### src/rtl/shift_sequencer_pkg.sv
// Shared definitions for the shift sequencer and its single-position shifter.
//   - Shift codes used by the request interface and the shifter.
//   - FSM state encoding for the sequencer.
package shift_sequencer_pkg;

  localparam logic [1:0] SH_PASS = 2'b00;  // no shift
  localparam logic [1:0] SH_LSL  = 2'b01;  // left, LSB fill 0
  localparam logic [1:0] SH_LSR  = 2'b10;  // logical right, MSB fill 0
  localparam logic [1:0] SH_ASR  = 2'b11;  // arithmetic right, MSB kept

  typedef enum logic [1:0] {
    StIdle  = 2'd0,
    StShift = 2'd1,
    StDone  = 2'd2
  } state_e;

endpackage

### src/rtl/shift_sequencer_shifter.sv
// Combinational single-position shifter.
// Ports:
//   in    - operand
//   shift - shift code (pass / left / logical right / arithmetic right)
//   sout  - operand shifted by at most one position
module shift_sequencer_shifter
  import shift_sequencer_pkg::*;
#(
  parameter int unsigned WIDTH = 16
) (
  input  logic [WIDTH-1:0] in,
  input  logic [1:0]       shift,
  output logic [WIDTH-1:0] sout
);

  always_comb begin
    sout = in;
    unique case (shift)
      SH_LSL:  sout = {in[WIDTH-2:0], 1'b0};
      SH_LSR:  sout = {1'b0, in[WIDTH-1:1]};
      SH_ASR:  sout = {in[WIDTH-1], in[WIDTH-1:1]};
      default: sout = in;
    endcase
  end

endmodule

### src/rtl/shift_sequencer.sv
// Multi-cycle shift-by-N controller built around a single-position shifter.
// A request is accepted in IDLE; the shifter is applied once per clock until the
// captured amount is consumed, then the result is presented with a one-cycle done pulse.
// Ports:
//   clk    - rising-edge clock
//   rst_n  - synchronous active-low reset
//   start  - request strobe, only honoured in IDLE
//   in     - operand, captured on acceptance
//   shift  - shift code, captured on acceptance
//   amount - number of single-position shifts, captured on acceptance
//   busy   - high while shifting
//   done   - one-cycle completion pulse
//   result - final value, held until the next completion or reset
module shift_sequencer
  import shift_sequencer_pkg::*;
#(
  parameter int unsigned WIDTH = 16,
  parameter int unsigned AMT_W = 4
) (
  input  logic             clk,
  input  logic             rst_n,
  input  logic             start,
  input  logic [WIDTH-1:0] in,
  input  logic [1:0]       shift,
  input  logic [AMT_W-1:0] amount,
  output logic             busy,
  output logic             done,
  output logic [WIDTH-1:0] result
);

  state_e           state_q, state_d;
  logic [WIDTH-1:0] work_q, work_d;
  logic [WIDTH-1:0] result_q, result_d;
  logic [AMT_W-1:0] count_q, count_d;
  logic [1:0]       code_q, code_d;
  logic [WIDTH-1:0] sout;

  shift_sequencer_shifter #(
    .WIDTH (WIDTH)
  ) u_shifter (
    .in    (work_q),
    .shift (code_q),
    .sout  (sout)
  );

  // State and datapath registers.
  always_ff @(posedge clk) begin
    if (!rst_n) begin
      state_q  <= StIdle;
      work_q   <= '0;
      result_q <= '0;
      count_q  <= '0;
      code_q   <= SH_PASS;
    end else begin
      state_q  <= state_d;
      work_q   <= work_d;
      result_q <= result_d;
      count_q  <= count_d;
      code_q   <= code_d;
    end
  end

  // Next-state logic.
  always_comb begin
    state_d = state_q;
    unique case (state_q)
      StIdle: begin
        if (start) begin
          // Nothing to shift: skip straight to completion.
          if (amount == '0 || shift == SH_PASS) state_d = StDone;
          else                                  state_d = StShift;
        end
      end
      StShift: begin
        if (count_q == AMT_W'(1)) state_d = StDone;
      end
      StDone:  state_d = StIdle;
      default: state_d = StIdle;
    endcase
  end

  // Datapath next values.
  always_comb begin
    work_d   = work_q;
    count_d  = count_q;
    code_d   = code_q;
    result_d = result_q;
    unique case (state_q)
      StIdle: begin
        if (start) begin
          work_d  = in;
          code_d  = shift;
          count_d = amount;
        end
      end
      StShift: begin
        work_d  = sout;
        count_d = count_q - AMT_W'(1);
      end
      default: ;
    endcase
    // Result register mirrors the working value for the DONE cycle and then holds.
    if (state_d == StDone) result_d = work_d;
  end

  // Outputs.
  always_comb begin
    busy   = (state_q == StShift);
    done   = (state_q == StDone);
    result = result_q;
  end

endmodule
### config.mk
export PLATFORM = sky130hd
export DESIGN_NAME = shift_sequencer
export DESIGN_NICKNAME = d
export VERILOG_FILES = /design/src/rtl/shift_sequencer_pkg.sv /design/src/rtl/shift_sequencer_shifter.sv /design/src/rtl/shift_sequencer.sv
export SDC_FILE = /design/constraint.sdc
export NUM_CORES = 1
export LEC_CHECK = 0
export CAP_MARGIN = 20
export CORE_ASPECT_RATIO = 1.4
export CORE_UTILIZATION = 45
export CTS_BUF_LIST = sky130_fd_sc_hd__clkbuf_2
export CTS_CLUSTER_DIAMETER = 100
export CTS_CLUSTER_SIZE = 40
export DETAILED_ROUTE_END_ITERATION = 7
export HOLD_SLACK_MARGIN = 0.06
export PLACE_DENSITY = 0.71
export SYNTH_ARGS = -nofsm -noshare
export SYNTH_HDL_FRONTEND = slang
export SYNTH_HIERARCHICAL = 1
export SYNTH_SLANG_ARGS = --single-unit
export TNS_END_PERCENT = 1
### constraint.sdc
create_clock -name clk -period 4 [get_ports clk]
set_clock_uncertainty 0.15 [all_clocks]
set_input_delay 0.6 -clock clk [delete_from_list [all_inputs] [get_ports clk]]
set_output_delay 0.6 -clock clk [all_outputs]
set_load 0.05 [all_outputs]
# After elaboration in Yosys (flattened, before gate mapping)
# Index checks and enable logic that the tools add are counted.
[word_totals]
ff_bits = 40
input_bits = 25
out_inout_bits = 18
wordCells = 30
[op_classes]
n_addsub = 1
eq_ne = 8
mux = 9
reduce_logical = 7
[ops]
columns = ["operator", "count"]
rows = [
  ["16-bit one-hot mux with 3 select lines", 1],
  ["16-bit one-hot mux with 2 select lines", 1],
  ["16-bit 2-to-1 mux", 1],
  ["2-bit == test (second input constant)", 4],
  ["4-bit one-hot mux with 2 select lines", 1],
  ["2-bit 2-to-1 mux", 3],
  ["2-bit by 1-bit == test with 1-bit output (second input constant)", 2],
  ["4-bit by 1-bit == test with 1-bit output (second input constant)", 1],
  ["2-bit zero test", 2],
  ["4-bit zero test", 1],
  ["4-bit 2-to-1 mux", 1],
  ["2-bit one-hot mux with 2 select lines", 1],
  ["2-bit AND reduction", 2],
  ["4-bit by 1-bit subtractor with 4-bit output (second input constant)", 1],
  ["2-bit != test (second input constant)", 1],
  ["2-bit nonzero test", 1],
  ["1-bit logical OR", 1],
]

# Longest topological paths before layout
# Gate-level depths: netlist of the first run.
[depth]
depth_word = 6
mapped_depth = 9
depth_no_buf = 5

# Modules after synthesis
# Netlist of the first run, hierarchy kept.
[by_module_without_submodules]
columns = ["module", "instances", "cells_each", "area_per_inst_um2", "seq_area_each_um2"]
rows = [
  ["shift_sequencer", 1, 180, 1774.2, 800.8],
  ["shift_sequencer_shifter", 1, 51, 355.3, 0.0],
]

# Worst setup path before layout of the first run
# No wires, ideal clock.
[synth_path]
kind = "in2reg"
from = "in amount[0]"
to = "reg result_q[10], in the netlist result[10]"
setup_time_ns = 0.122
arrival_time_ns = 1.801
required_ns = 3.728
setup_slack_ns = 1.926
cell_stages = 6
n_path_buf = 2
cell_sequence = "nor4_1 > o21ai_4 > and3_1 > buf_6 > buf_6 > o2bb2ai_2"
[synth_via]
elab_chain_cells = 6
[synth_lines]
columns = ["element", "line", "source"]
rows = [
  ["start, declared", "shift_sequencer.sv:25", "input logic [AMT_W-1:0] amount,"],
  ["4-bit zero test", "shift_sequencer.sv:70", "if (amount == '0 || shift == SH_PASS) state_d = StDone;"],
  ["1-bit logical OR", "shift_sequencer.sv:70", ""],
  ["2-bit 2-to-1 mux", "shift_sequencer.sv:70", ""],
  ["2-bit 2-to-1 mux", "shift_sequencer.sv:68", "if (start) begin"],
  ["2-bit one-hot mux with 2 select lines", "shift_sequencer.sv:66", "unique case (state_q)"],
  ["2-bit == test", "shift_sequencer.sv:103", "if (state_d == StDone) result_d = work_d;"],
  ["end signal, assigned", "shift_sequencer.sv:57", "result_q <= result_d;"],
  ["end, declared", "shift_sequencer.sv:33", "logic [WIDTH-1:0] result_q, result_d;"],
]
# No other way between the ends.
# A chain may end at the register's enable or synchronous reset.

# Worst setup path after layout of the first run
[layout_path]
from = "reg state_q[0]"
to = "out busy"
[layout_via]
elab_chain_cells = 1
[layout_lines]
columns = ["element", "line", "source"]
rows = [
  ["start, declared", "shift_sequencer.sv:31", "state_e state_q, state_d;"],
  ["start signal, assigned", "shift_sequencer.sv:49", "state_q <= StIdle;"],
  ["start signal, assigned", "shift_sequencer.sv:55", "state_q <= state_d;"],
  ["2-bit by 1-bit == test with 1-bit output", "shift_sequencer.sv:108", "busy = (state_q == StShift);"],
  ["end, declared", "shift_sequencer.sv:26", "output logic busy,"],
]
# No other way between the ends.

==> results of run 1 <==
==> worst min path at each step <==
stage / from / to / slack (ns) / depth (start not counted)
2_1_floorplan: code_q[0] / code_q[0] / 0.31 / 2
3_3_place_gp: result[2] / result[2] / 0.30 / 1
3_5_place_dp: result[6] / result[6] / 0.30 / 1
4_1_cts: result[6] / result[6] / 0.33 / 1
5_1_grt: result[8] / result[8] / 0.34 / 1
6_report: result[5] / result[5] / 0.33 / 1
==> power groups by stage <==
stage / Sequential [mW] / Combinational (mW) / Clock [mW]
6_report: 0.476 / 0.249 / 0.173
2_1_floorplan: 0.499 / 0.163 / 0
4_1_cts: 0.477 / 0.251 / 0.175
5_1_grt: 0.483 / 0.273 / 0.196
3_3_place_gp: 0.485 / 0.246 / 0
3_5_place_dp: 0.485 / 0.249 / 0
==> state kept, by name (all words and copies together) (netlist names) <==
| name | count |
|---|---|
| count_q | 4 |
| code_q | 2 |
| result | 16 |
| work_q | 16 |
| state_q | 2 |
==> logic make-up after synthesis <==
logic type	after synthesis	synth area share
multiplexers	15	0.07109
AND/OR/NAND/NOR	40	0.09518
flip-flops	40	0.3760
AO/OA/AOI/OAI	96	0.3508
adder cells (fa/ha/maj)	2	0.01175
buffers and inverters	38	0.09518
==> per-layer routing <==
metal | vias up | part of all wire
li1 | 916 | -
met1 | 818 | 0.46
met4 | 0 | 0.0056
met3 | 4 | 0.044
met5 | - | 0
met2 | 48 | 0.49
==> final cells by class <==
cell class                 instances  area, um^2  share of cell area
multi-input combinational        153        1126              0.4371
tap                               62       77.57             0.03011
sequential                        40       800.8              0.3108
clock buffer                       5       25.02            0.009713
timing repair buffer              47       457.9              0.1778
inverter                          20       75.07             0.02914
clock inverter                     3       13.76            0.005342
==> metrics by stage <==
stage                     setup WS [ns]  instance area [um^2]  hold WS (ns)  power, mW  std cells
final                            0.6459                  2576        0.3327     0.8978        330
after global routing             0.4710                  2576        0.3448     0.9517        330
after CTS                        0.6154                  2576        0.3345     0.9021        330
after detailed placement          1.007                  2537        0.3004     0.7338        322
after global placement            1.067                  2537        0.3023     0.7311        322
after floorplan                   1.926                  2130        0.3063     0.6619        231
==> placed cells by master (no fill, tap or decap), drive strengths merged, types with 5 or more instances in the layout <==
master,n
clkbuf,5
nor2,7
inv,20
clkdlybuf4s50,42
buf,5
nand2,20
o221ai,17
o21ai,17
a21oi,22
o21a,16
dfxtp,40
mux2i,14
o2bb2ai,16
==> critical path, cell delays in order (launching register included) <==
cell and delay, ns:
dfxtp_1 0.67, nand2b_1 0.49, inv_2 0.21, clkdlybuf4s50_1 0.83
==> flow_summary.html, run 1 <==
<table>
<tr><th>Metric</th><th>Value</th></tr>
<tr><th colspan="2">Status</th></tr>
<tr><td>Status</td><td>finished, final reports clean</td></tr>
<tr><th colspan="2">Global routing</th></tr>
<tr><td>GR Overflow Total</td><td>0</td></tr>
<tr><td>Wire length of the first global-routing pass</td><td>between 7000 and 8000 um</td></tr>
<tr><td>Most Used Layer, Global Route</td><td>met2</td></tr>
<tr><td>Antenna violations before repair</td><td>0</td></tr>
<tr><td>Global-route met1 utilization</td><td>0.2483</td></tr>
<tr><td>Vias in the first global route</td><td>1,702</td></tr>
<tr><td>GR met3 Demand/Resource</td><td>0.04673</td></tr>
<tr><td>Total routing usage reported by global routing</td><td>0.1980</td></tr>
<tr><td>Met2 GRT Util</td><td>0.3167</td></tr>
<tr><td>Largest net degree at the start of global routing</td><td>33</td></tr>
<tr><th colspan="2">Timing</th></tr>
<tr><td>Total negative slack</td><td>0 ns</td></tr>
<tr><td>Final hold vios</td><td>0</td></tr>
<tr><td>Max-Slew Margin vs Limit</td><td>0.4081</td></tr>
<tr><td>Part of the cycle the worst path needs</td><td>0.8385</td></tr>
<tr><td>Final setup vio count</td><td>0</td></tr>
<tr><td>Shortest clock period the worst path allows after layout</td><td>~3.4 ns</td></tr>
<tr><td>Max Freq</td><td>0.2981 GHz</td></tr>
<tr><td>Setup repair after global routing missed its margin</td><td>false</td></tr>
<tr><td>Final-report max-slew violation count</td><td>0</td></tr>
<tr><td>Transition time at the pin with the least slew margin</td><td>0.8866 ns</td></tr>
<tr><th colspan="2">Yosys</th></tr>
<tr><td>Most used standard cells in the synthesized netlist</td><td>dfxtp_1 (40), a21oi_1 (22), nand2_1 (20)</td></tr>
<tr><td>Cell taking the most area after synthesis</td><td>dfxtp_1</td></tr>
<tr><td>Mean instance size in the synthesized netlist</td><td>9.219 um^2</td></tr>
<tr><td>Total number of yosys warnings</td><td>6</td></tr>
<tr><td>Sequential element share of the synthesized area</td><td>0.3760</td></tr>
<tr><td>Count leader, synth</td><td>dfxtp_1</td></tr>
<tr><td>Synthesized Nets</td><td>258</td></tr>
<tr><td>Total of flip-flops plus latches after synthesis</td><td>40</td></tr>
<tr><td>Async set-reset flop share out of synthesis</td><td>0</td></tr>
<tr><td>Number of distinct standard cells referenced by the synthesized netlist</td><td>39</td></tr>
<tr><td>Most common flop cell mapped by yosys</td><td>dfxtp_1</td></tr>
<tr><td>Instance count of the mapped netlist</td><td>231</td></tr>
<tr><td>Top cells by area in the synthesized netlist</td><td>dfxtp_1 (38%), o2bb2ai_2 (7.1%), o221ai_1 (7.0%)</td></tr>
<tr><td>Proportion of netlist area held by the largest area contributor</td><td>0.3760</td></tr>
<tr><td>EDFF count, synth</td><td>0</td></tr>
<tr><td>Summed instance area of the synthesized netlist</td><td>2130 um^2</td></tr>
<tr><th colspan="2">Detailed routing</th></tr>
<tr><td>Number of vias in the routed layout</td><td>1,786</td></tr>
<tr><td>Initial DRC Count</td><td>89</td></tr>
<tr><td>Wire per inst</td><td>13.64 um</td></tr>
<tr><td>Number of vias per cell</td><td>roughly 5.4</td></tr>
<tr><td>Remaining antenna violation count after routing</td><td>0</td></tr>
<tr><td>Remaining design rule violation count</td><td>0</td></tr>
<tr><td>First-pass detailed-route iteration total</td><td>4</td></tr>
<tr><td>Routed wire length</td><td>between 4000 and 5000 um</td></tr>
<tr><th colspan="2">Worst setup path</th></tr>
<tr><td>Critical path class</td><td>register to output port</td></tr>
<tr><td>Setup slack of the most critical reg-to-reg path</td><td>1.17 ns</td></tr>
<tr><td>Source of the critical timing path</td><td>state_q[0]</td></tr>
<tr><td>Worst Path Max Fanout</td><td>17</td></tr>
<tr><td>Critical register-to-register path startpoint</td><td>state_q[1]</td></tr>
<tr><td>Worst path required time</td><td>roughly 3.3 ns</td></tr>
<tr><td>Nature of the critical path endpoint</td><td>output port</td></tr>
<tr><td>Data arrival time of the critical path</td><td>2.60 ns</td></tr>
<tr><td>Reg2Reg Depth</td><td>5</td></tr>
<tr><td>CP Capture Point</td><td>busy</td></tr>
<tr><td>Worst flop-to-flop path endpoint</td><td>result[5]</td></tr>
<tr><td>Crit start category</td><td>register</td></tr>
<tr><th colspan="2">Die</th></tr>
<tr><td>Standard-cell row count</td><td>29</td></tr>
<tr><td>Floorplan die width</td><td>roughly 60 um</td></tr>
<tr><td>Top Ports</td><td>between 40 and 50</td></tr>
<tr><td>Die area</td><td>5015 um^2</td></tr>
<tr><td>Initial core utilization</td><td>0.4695</td></tr>
<tr><td>Area of the core region</td><td>4536 um^2</td></tr>
<tr><td>Vertical die dimension</td><td>between 80 and 90 um</td></tr>
<tr><th colspan="2">Clock tree</th></tr>
<tr><td>CTS resizes</td><td>0</td></tr>
<tr><td>Hold buffer count at cts</td><td>0</td></tr>
<tr><td>Bufs on Longest Clock Path</td><td>2</td></tr>
<tr><td>Number of clock buffers inserted by TritonCTS</td><td>5</td></tr>
<tr><td>Clock tree from TritonCTS</td><td>built</td></tr>
<tr><td>Number of H-tree levels</td><td>2</td></tr>
<tr><td>Root Driver</td><td>clkbuf_2</td></tr>
<tr><td>Clk sinks</td><td>40</td></tr>
<tr><td>Clk Latency, worst-skew pair</td><td>0.40 ns</td></tr>
<tr><td>Number of post-CTS setup repair buffers</td><td>0</td></tr>
<tr><td>Clk pin slew, worst setup/hold paths</td><td>0.22 ns</td></tr>
<tr><th colspan="2">Place</th></tr>
<tr><td>Half-perimeter wire length of the detailed placement result</td><td>around 3000 um</td></tr>
<tr><td>Final estimated routing congestion in global placement</td><td>0.8075</td></tr>
<tr><td>Port buffer count</td><td>42</td></tr>
<tr><th colspan="2">Worst hold path</th></tr>
<tr><td>Worst min path class</td><td>register to register</td></tr>
<tr><th colspan="2">Final layout</th></tr>
<tr><td>Filler cell count</td><td>443</td></tr>
<tr><td>Post-layout utilization of the core</td><td>0.5680</td></tr>
<tr><td>Final nets</td><td>just under 300</td></tr>
<tr><td>Ant diodes</td><td>0</td></tr>
<tr><td>Share of post-route cells with drive strength above 1</td><td>0.1007</td></tr>
<tr><td>Area growth from synthesis to layout</td><td>20.98%</td></tr>
<tr><th colspan="2">Power</th></tr>
<tr><td>Internal power consumption</td><td>0.5844 mW</td></tr>
<tr><td>Part of the power in registers</td><td>0.531</td></tr>
<tr><td>LEAKAGE</td><td>0.9216 nW</td></tr>
<tr><td>Net load switching power</td><td>0.3134 mW</td></tr>
<tr><td>Switching part of the total</td><td>0.3491</td></tr>
<tr><td>Fraction of power consumed by combinational cells</td><td>0.277</td></tr>
<tr><td>Power per unit of standard cell area</td><td>around 350 nW/um^2</td></tr>
<tr><td>Proportion of power drawn by the clock network</td><td>0.192</td></tr>
<tr><td>Maximum VDD drop</td><td>roughly 0.19 mV</td></tr>
<tr><th colspan="2">Job</th></tr>
<tr><td>Number of max-cap violations</td><td>0</td></tr>
</table>
No activity file was read; power rests on OpenSTA's default activity.
==> run 2, diff against run 1 <==
PLACE_DENSITY = 0.74   (was 0.71)
clock period = 2.72 ns   (was 4 ns; I/O delays follow)
==> run 2 against run 1 <==
  * Critical path depth is 1 lower
  * Worst hold slack got worse by 0.0045 ns
  * First-iteration DRC count down 53%
  * Clock power grew 95%
  * Routed wire length is 2.4% higher
  * Combinational power is 51% higher
  * Global-route usage is 0.27 points higher
  * Clock-buffer cell count unchanged
  * Non-clock buffer count rose by 5
  * Core utilization up 1.3 points
  * Sequential power grew 46%
  * Power grew 57%
==> flow_summary.html, run 2 (synthesis gave the netlist of run 1 again) <==
<table>
<tr><th>Metric</th><th>Value</th></tr>
<tr><th colspan="2">Power</th></tr>
<tr><td>Part of the power in registers</td><td>0.493 (was 0.531)</td></tr>
<tr><td>Proportion of power drawn by the clock network</td><td>0.239 (was 0.192)</td></tr>
<tr><td>Switching part of the total</td><td>0.3216 (was 0.3491)</td></tr>
<tr><td>Internal power consumption</td><td>0.9560 mW (was 0.5844 mW)</td></tr>
<tr><td>Fraction of power consumed by combinational cells</td><td>0.268 (was 0.277)</td></tr>
<tr><td>LEAKAGE</td><td>0.9547 nW (was 0.9216 nW)</td></tr>
<tr><td>Net load switching power</td><td>0.4532 mW (was 0.3134 mW)</td></tr>
<tr><td>Power per unit of standard cell area</td><td>534.8 nW/um^2 (was 348.5 nW/um^2)</td></tr>
<tr><td>Maximum VDD drop</td><td>0.3233 mV (was 0.1860 mV)</td></tr>
<tr><td>Total chip power</td><td>1.409 mW (was 0.8978 mW)</td></tr>
<tr><th colspan="2">Worst setup path</th></tr>
<tr><td>Data arrival time of the critical path</td><td>2.01 ns (was 2.60 ns)</td></tr>
<tr><td>Dominant delay contributor by cell family on the critical path</td><td>buffers and inverters (unchanged)</td></tr>
<tr><td>Ordered list of cells on the worst path</td><td>nor2b_1, clkdlybuf4s50_1 (was nand2b_1, inv_2, clkdlybuf4s50_1)</td></tr>
<tr><td>Worst Path Max Fanout</td><td>10 (was 17)</td></tr>
<tr><td>Worst path required time</td><td>2.16 ns (was 3.25 ns)</td></tr>
<tr><td>Source of the critical timing path</td><td>state_q[1] (was state_q[0])</td></tr>
<tr><td>Nature of the critical path endpoint</td><td>output port (unchanged)</td></tr>
<tr><td>Max stage delay cell, worst path</td><td>clkdlybuf4s50_1 (unchanged)</td></tr>
<tr><td>Setup slack of the most critical reg-to-reg path</td><td>0.69 ns (was 1.17 ns)</td></tr>
<tr><td>Critical register-to-register path startpoint</td><td>state_q[1] (unchanged)</td></tr>
<tr><td>Crit start category</td><td>register (unchanged)</td></tr>
<tr><td>Reg2Reg Depth</td><td>5 (unchanged)</td></tr>
<tr><td>Worst path buffer plus inverter count</td><td>1 (was 2)</td></tr>
<tr><td>Worst flop-to-flop path endpoint</td><td>result[6] (was result[5])</td></tr>
<tr><td>Critical path class</td><td>register to output port (unchanged)</td></tr>
<tr><td>Worst stage delay on the critical path</td><td>0.82 ns (was 0.83 ns)</td></tr>
<tr><th colspan="2">Clock tree</th></tr>
<tr><td>Number of H-tree levels</td><td>2 (unchanged)</td></tr>
<tr><td>Clk sinks</td><td>40 (unchanged)</td></tr>
<tr><td>Number of clock buffers inserted by TritonCTS</td><td>5 (unchanged)</td></tr>
<tr><td>Hold buffer count at cts</td><td>0 (unchanged)</td></tr>
<tr><td>Clk Latency, worst-skew pair</td><td>0.40 ns (about the same)</td></tr>
<tr><td>CTS resizes</td><td>0 (unchanged)</td></tr>
<tr><td>Clock tree from TritonCTS</td><td>built (unchanged)</td></tr>
<tr><td>Clk pin slew, worst setup/hold paths</td><td>0.19 ns (was 0.22 ns)</td></tr>
<tr><td>Root Driver</td><td>clkbuf_2 (unchanged)</td></tr>
<tr><td>Number of post-CTS setup repair buffers</td><td>0 (unchanged)</td></tr>
<tr><td>Bufs on Longest Clock Path</td><td>2 (unchanged)</td></tr>
<tr><th colspan="2">Timing</th></tr>
<tr><td>Max-Slew Margin vs Limit</td><td>0.4391 (was 0.4081)</td></tr>
<tr><td>Total negative slack</td><td>0 ns (unchanged)</td></tr>
<tr><td>Part of the cycle the worst path needs</td><td>0.9427</td></tr>
<tr><td>Max Freq</td><td>a little under 0.4 GHz</td></tr>
<tr><td>Final hold vios</td><td>0 (unchanged)</td></tr>
<tr><td>Shortest clock period the worst path allows after layout</td><td>2.564 ns</td></tr>
<tr><td>Transition time at the pin with the least slew margin</td><td>0.8414 ns (was 0.8866 ns)</td></tr>
<tr><td>Final setup vio count</td><td>0 (unchanged)</td></tr>
<tr><td>Setup repair after global routing missed its margin</td><td>false (unchanged)</td></tr>
<tr><td>Final-report max-slew violation count</td><td>0 (unchanged)</td></tr>
<tr><th colspan="2">Final layout</th></tr>
<tr><td>Share of post-route cells with drive strength above 1</td><td>0.1172 (was 0.1007)</td></tr>
<tr><td>Final nets</td><td>299 (was 294)</td></tr>
<tr><td>Area growth from synthesis to layout</td><td>23.74% (was 20.98%)</td></tr>
<tr><td>Ant diodes</td><td>0 (unchanged)</td></tr>
<tr><td>Number of non-filler instances in the completed layout</td><td>335 (was 330)</td></tr>
<tr><td>Post-layout utilization of the core</td><td>0.5810 (was 0.5680)</td></tr>
<tr><td>Most frequent standard cell in the layout excluding fill and tap cells</td><td>clkdlybuf4s50_1 (unchanged)</td></tr>
<tr><td>Top library cells by usage in the layout, fill and taps aside</td><td>clkdlybuf4s50_1 (41), dfxtp_1 (40), a21oi_1 (22) (was clkdlybuf4s50_1 (42), dfxtp_1 (40), a21oi_1 (22))</td></tr>
<tr><th colspan="2">Place</th></tr>
<tr><td>Half-perimeter wire length of the detailed placement result</td><td>3182 um (was 3042 um)</td></tr>
<tr><td>Port buffer count</td><td>42 (unchanged)</td></tr>
<tr><td>Final estimated routing congestion in global placement</td><td>0.8714 (was 0.8075)</td></tr>
<tr><td>Number of cells in the design after placement</td><td>327 (was 322)</td></tr>
<tr><th colspan="2">Global routing</th></tr>
<tr><td>Total routing usage reported by global routing</td><td>0.2006 (was 0.1980)</td></tr>
<tr><td>Wire length of the first global-routing pass</td><td>7790 um (was 7693 um)</td></tr>
<tr><td>GR Overflow Total</td><td>0 (unchanged)</td></tr>
<tr><td>Vias in the first global route</td><td>1,796 (was 1,702)</td></tr>
<tr><td>Largest net degree at the start of global routing</td><td>33 (unchanged)</td></tr>
<tr><td>Antenna violations before repair</td><td>0 (unchanged)</td></tr>
<tr><th colspan="2">Worst hold path</th></tr>
<tr><td>Endpoint of the worst hold path</td><td>result[4] (was result[5])</td></tr>
<tr><td>Hold Crit Start</td><td>result[4] (was result[5])</td></tr>
<tr><td>Count of cells along the worst hold path</td><td>1 (unchanged)</td></tr>
<tr><td>Worst min path class</td><td>register to register (unchanged)</td></tr>
<tr><th colspan="2">Detailed routing</th></tr>
<tr><td>First-pass detailed-route iteration total</td><td>4 (unchanged)</td></tr>
<tr><td>Routed wire length</td><td>4610 um (was 4502 um)</td></tr>
<tr><td>Remaining design rule violation count</td><td>0 (unchanged)</td></tr>
<tr><td>Initial DRC Count</td><td>42 (was 89)</td></tr>
<tr><td>Number of vias per cell</td><td>5.439 (was 5.412)</td></tr>
<tr><td>Remaining antenna violation count after routing</td><td>0 (unchanged)</td></tr>
<tr><td>Wire per inst</td><td>13.76 um (was 13.64 um)</td></tr>
<tr><td>Number of vias in the routed layout</td><td>1,822 (was 1,786)</td></tr>
<tr><th colspan="2">Die</th></tr>
<tr><td>Die area</td><td>5015 um^2 (unchanged)</td></tr>
<tr><td>Top Ports</td><td>43 (unchanged)</td></tr>
<tr><td>Standard-cell row count</td><td>29 (unchanged)</td></tr>
<tr><td>Area of the core region</td><td>4536 um^2 (unchanged)</td></tr>
<tr><td>Floorplan die width</td><td>60.14 um (unchanged)</td></tr>
<tr><td>Vertical die dimension</td><td>83.40 um (unchanged)</td></tr>
<tr><td>Initial core utilization</td><td>0.4695 (unchanged)</td></tr>
<tr><th colspan="2">Status</th></tr>
<tr><td>Status</td><td>finished, final reports clean (unchanged)</td></tr>
<tr><th colspan="2">Job</th></tr>
<tr><td>Number of max-cap violations</td><td>0 (unchanged)</td></tr>
</table>
[run 2: through the flow]
| step | instance area, um^2 | setup slack, ns | hold slack, ns |
|---|---|---|---|
| after global placement | 2572 | 0.3300 | 0.3015 |
| after detailed placement | 2572 | 0.3274 | 0.2974 |
| after global routing | 2635 | 0.06150 | 0.3386 |
| after CTS | 2635 | 0.1461 | 0.3317 |
| final | 2635 | 0.1560 | 0.3281 |
| after floorplan | 2130 | 0.7453 | 0.3063 |
[run 2: routing by layer]
metal / share of wire / track usage
met1: 0.46 / 0.2314
met2: 0.49 / 0.3337
met3: 0.031 / 0.04984
met4: 0.014 / 0.09302
met5: 0 / 0
[run 2: final cells by class]
cell class	count	area, um^2
clock inverters	3	37.54
inverters	20	75.07
repair buffers	52	493.0
well taps	62	77.57
multi-input cells	153	1126
fillers	402	1901
clock buffers	5	25.02
flip-flops and latches	40	800.8
[run 2: worst max-delay path by stage]
stage	slack (ns)	end	depth (start not counted)
global placement	0.33	result[15]	6
floorplan	0.75	result[10]	9
detailed placement	0.33	result[3]	6
finish	0.16	done	2
CTS	0.15	done	2
global route	0.06	done	2
[run 2: power by group through the flow]
| stage | clock network [mW] | registers (mW) | logic (mW) |
|---|---|---|---|
| after global routing | 0.368 | 0.703 | 0.413 |
| after detailed placement | 0 | 0.706 | 0.378 |
| after CTS | 0.346 | 0.695 | 0.380 |
| final | 0.337 | 0.695 | 0.377 |
| after floorplan | 0 | 0.733 | 0.240 |
| after global placement | 0 | 0.706 | 0.374 |
==> run 3, diff against run 2 <==
GPL_ROUTABILITY_DRIVEN = 1   (was unset)
==> results of run 3 <==
Same layout as run 2: the final DEF is identical, and so are final timing and power.
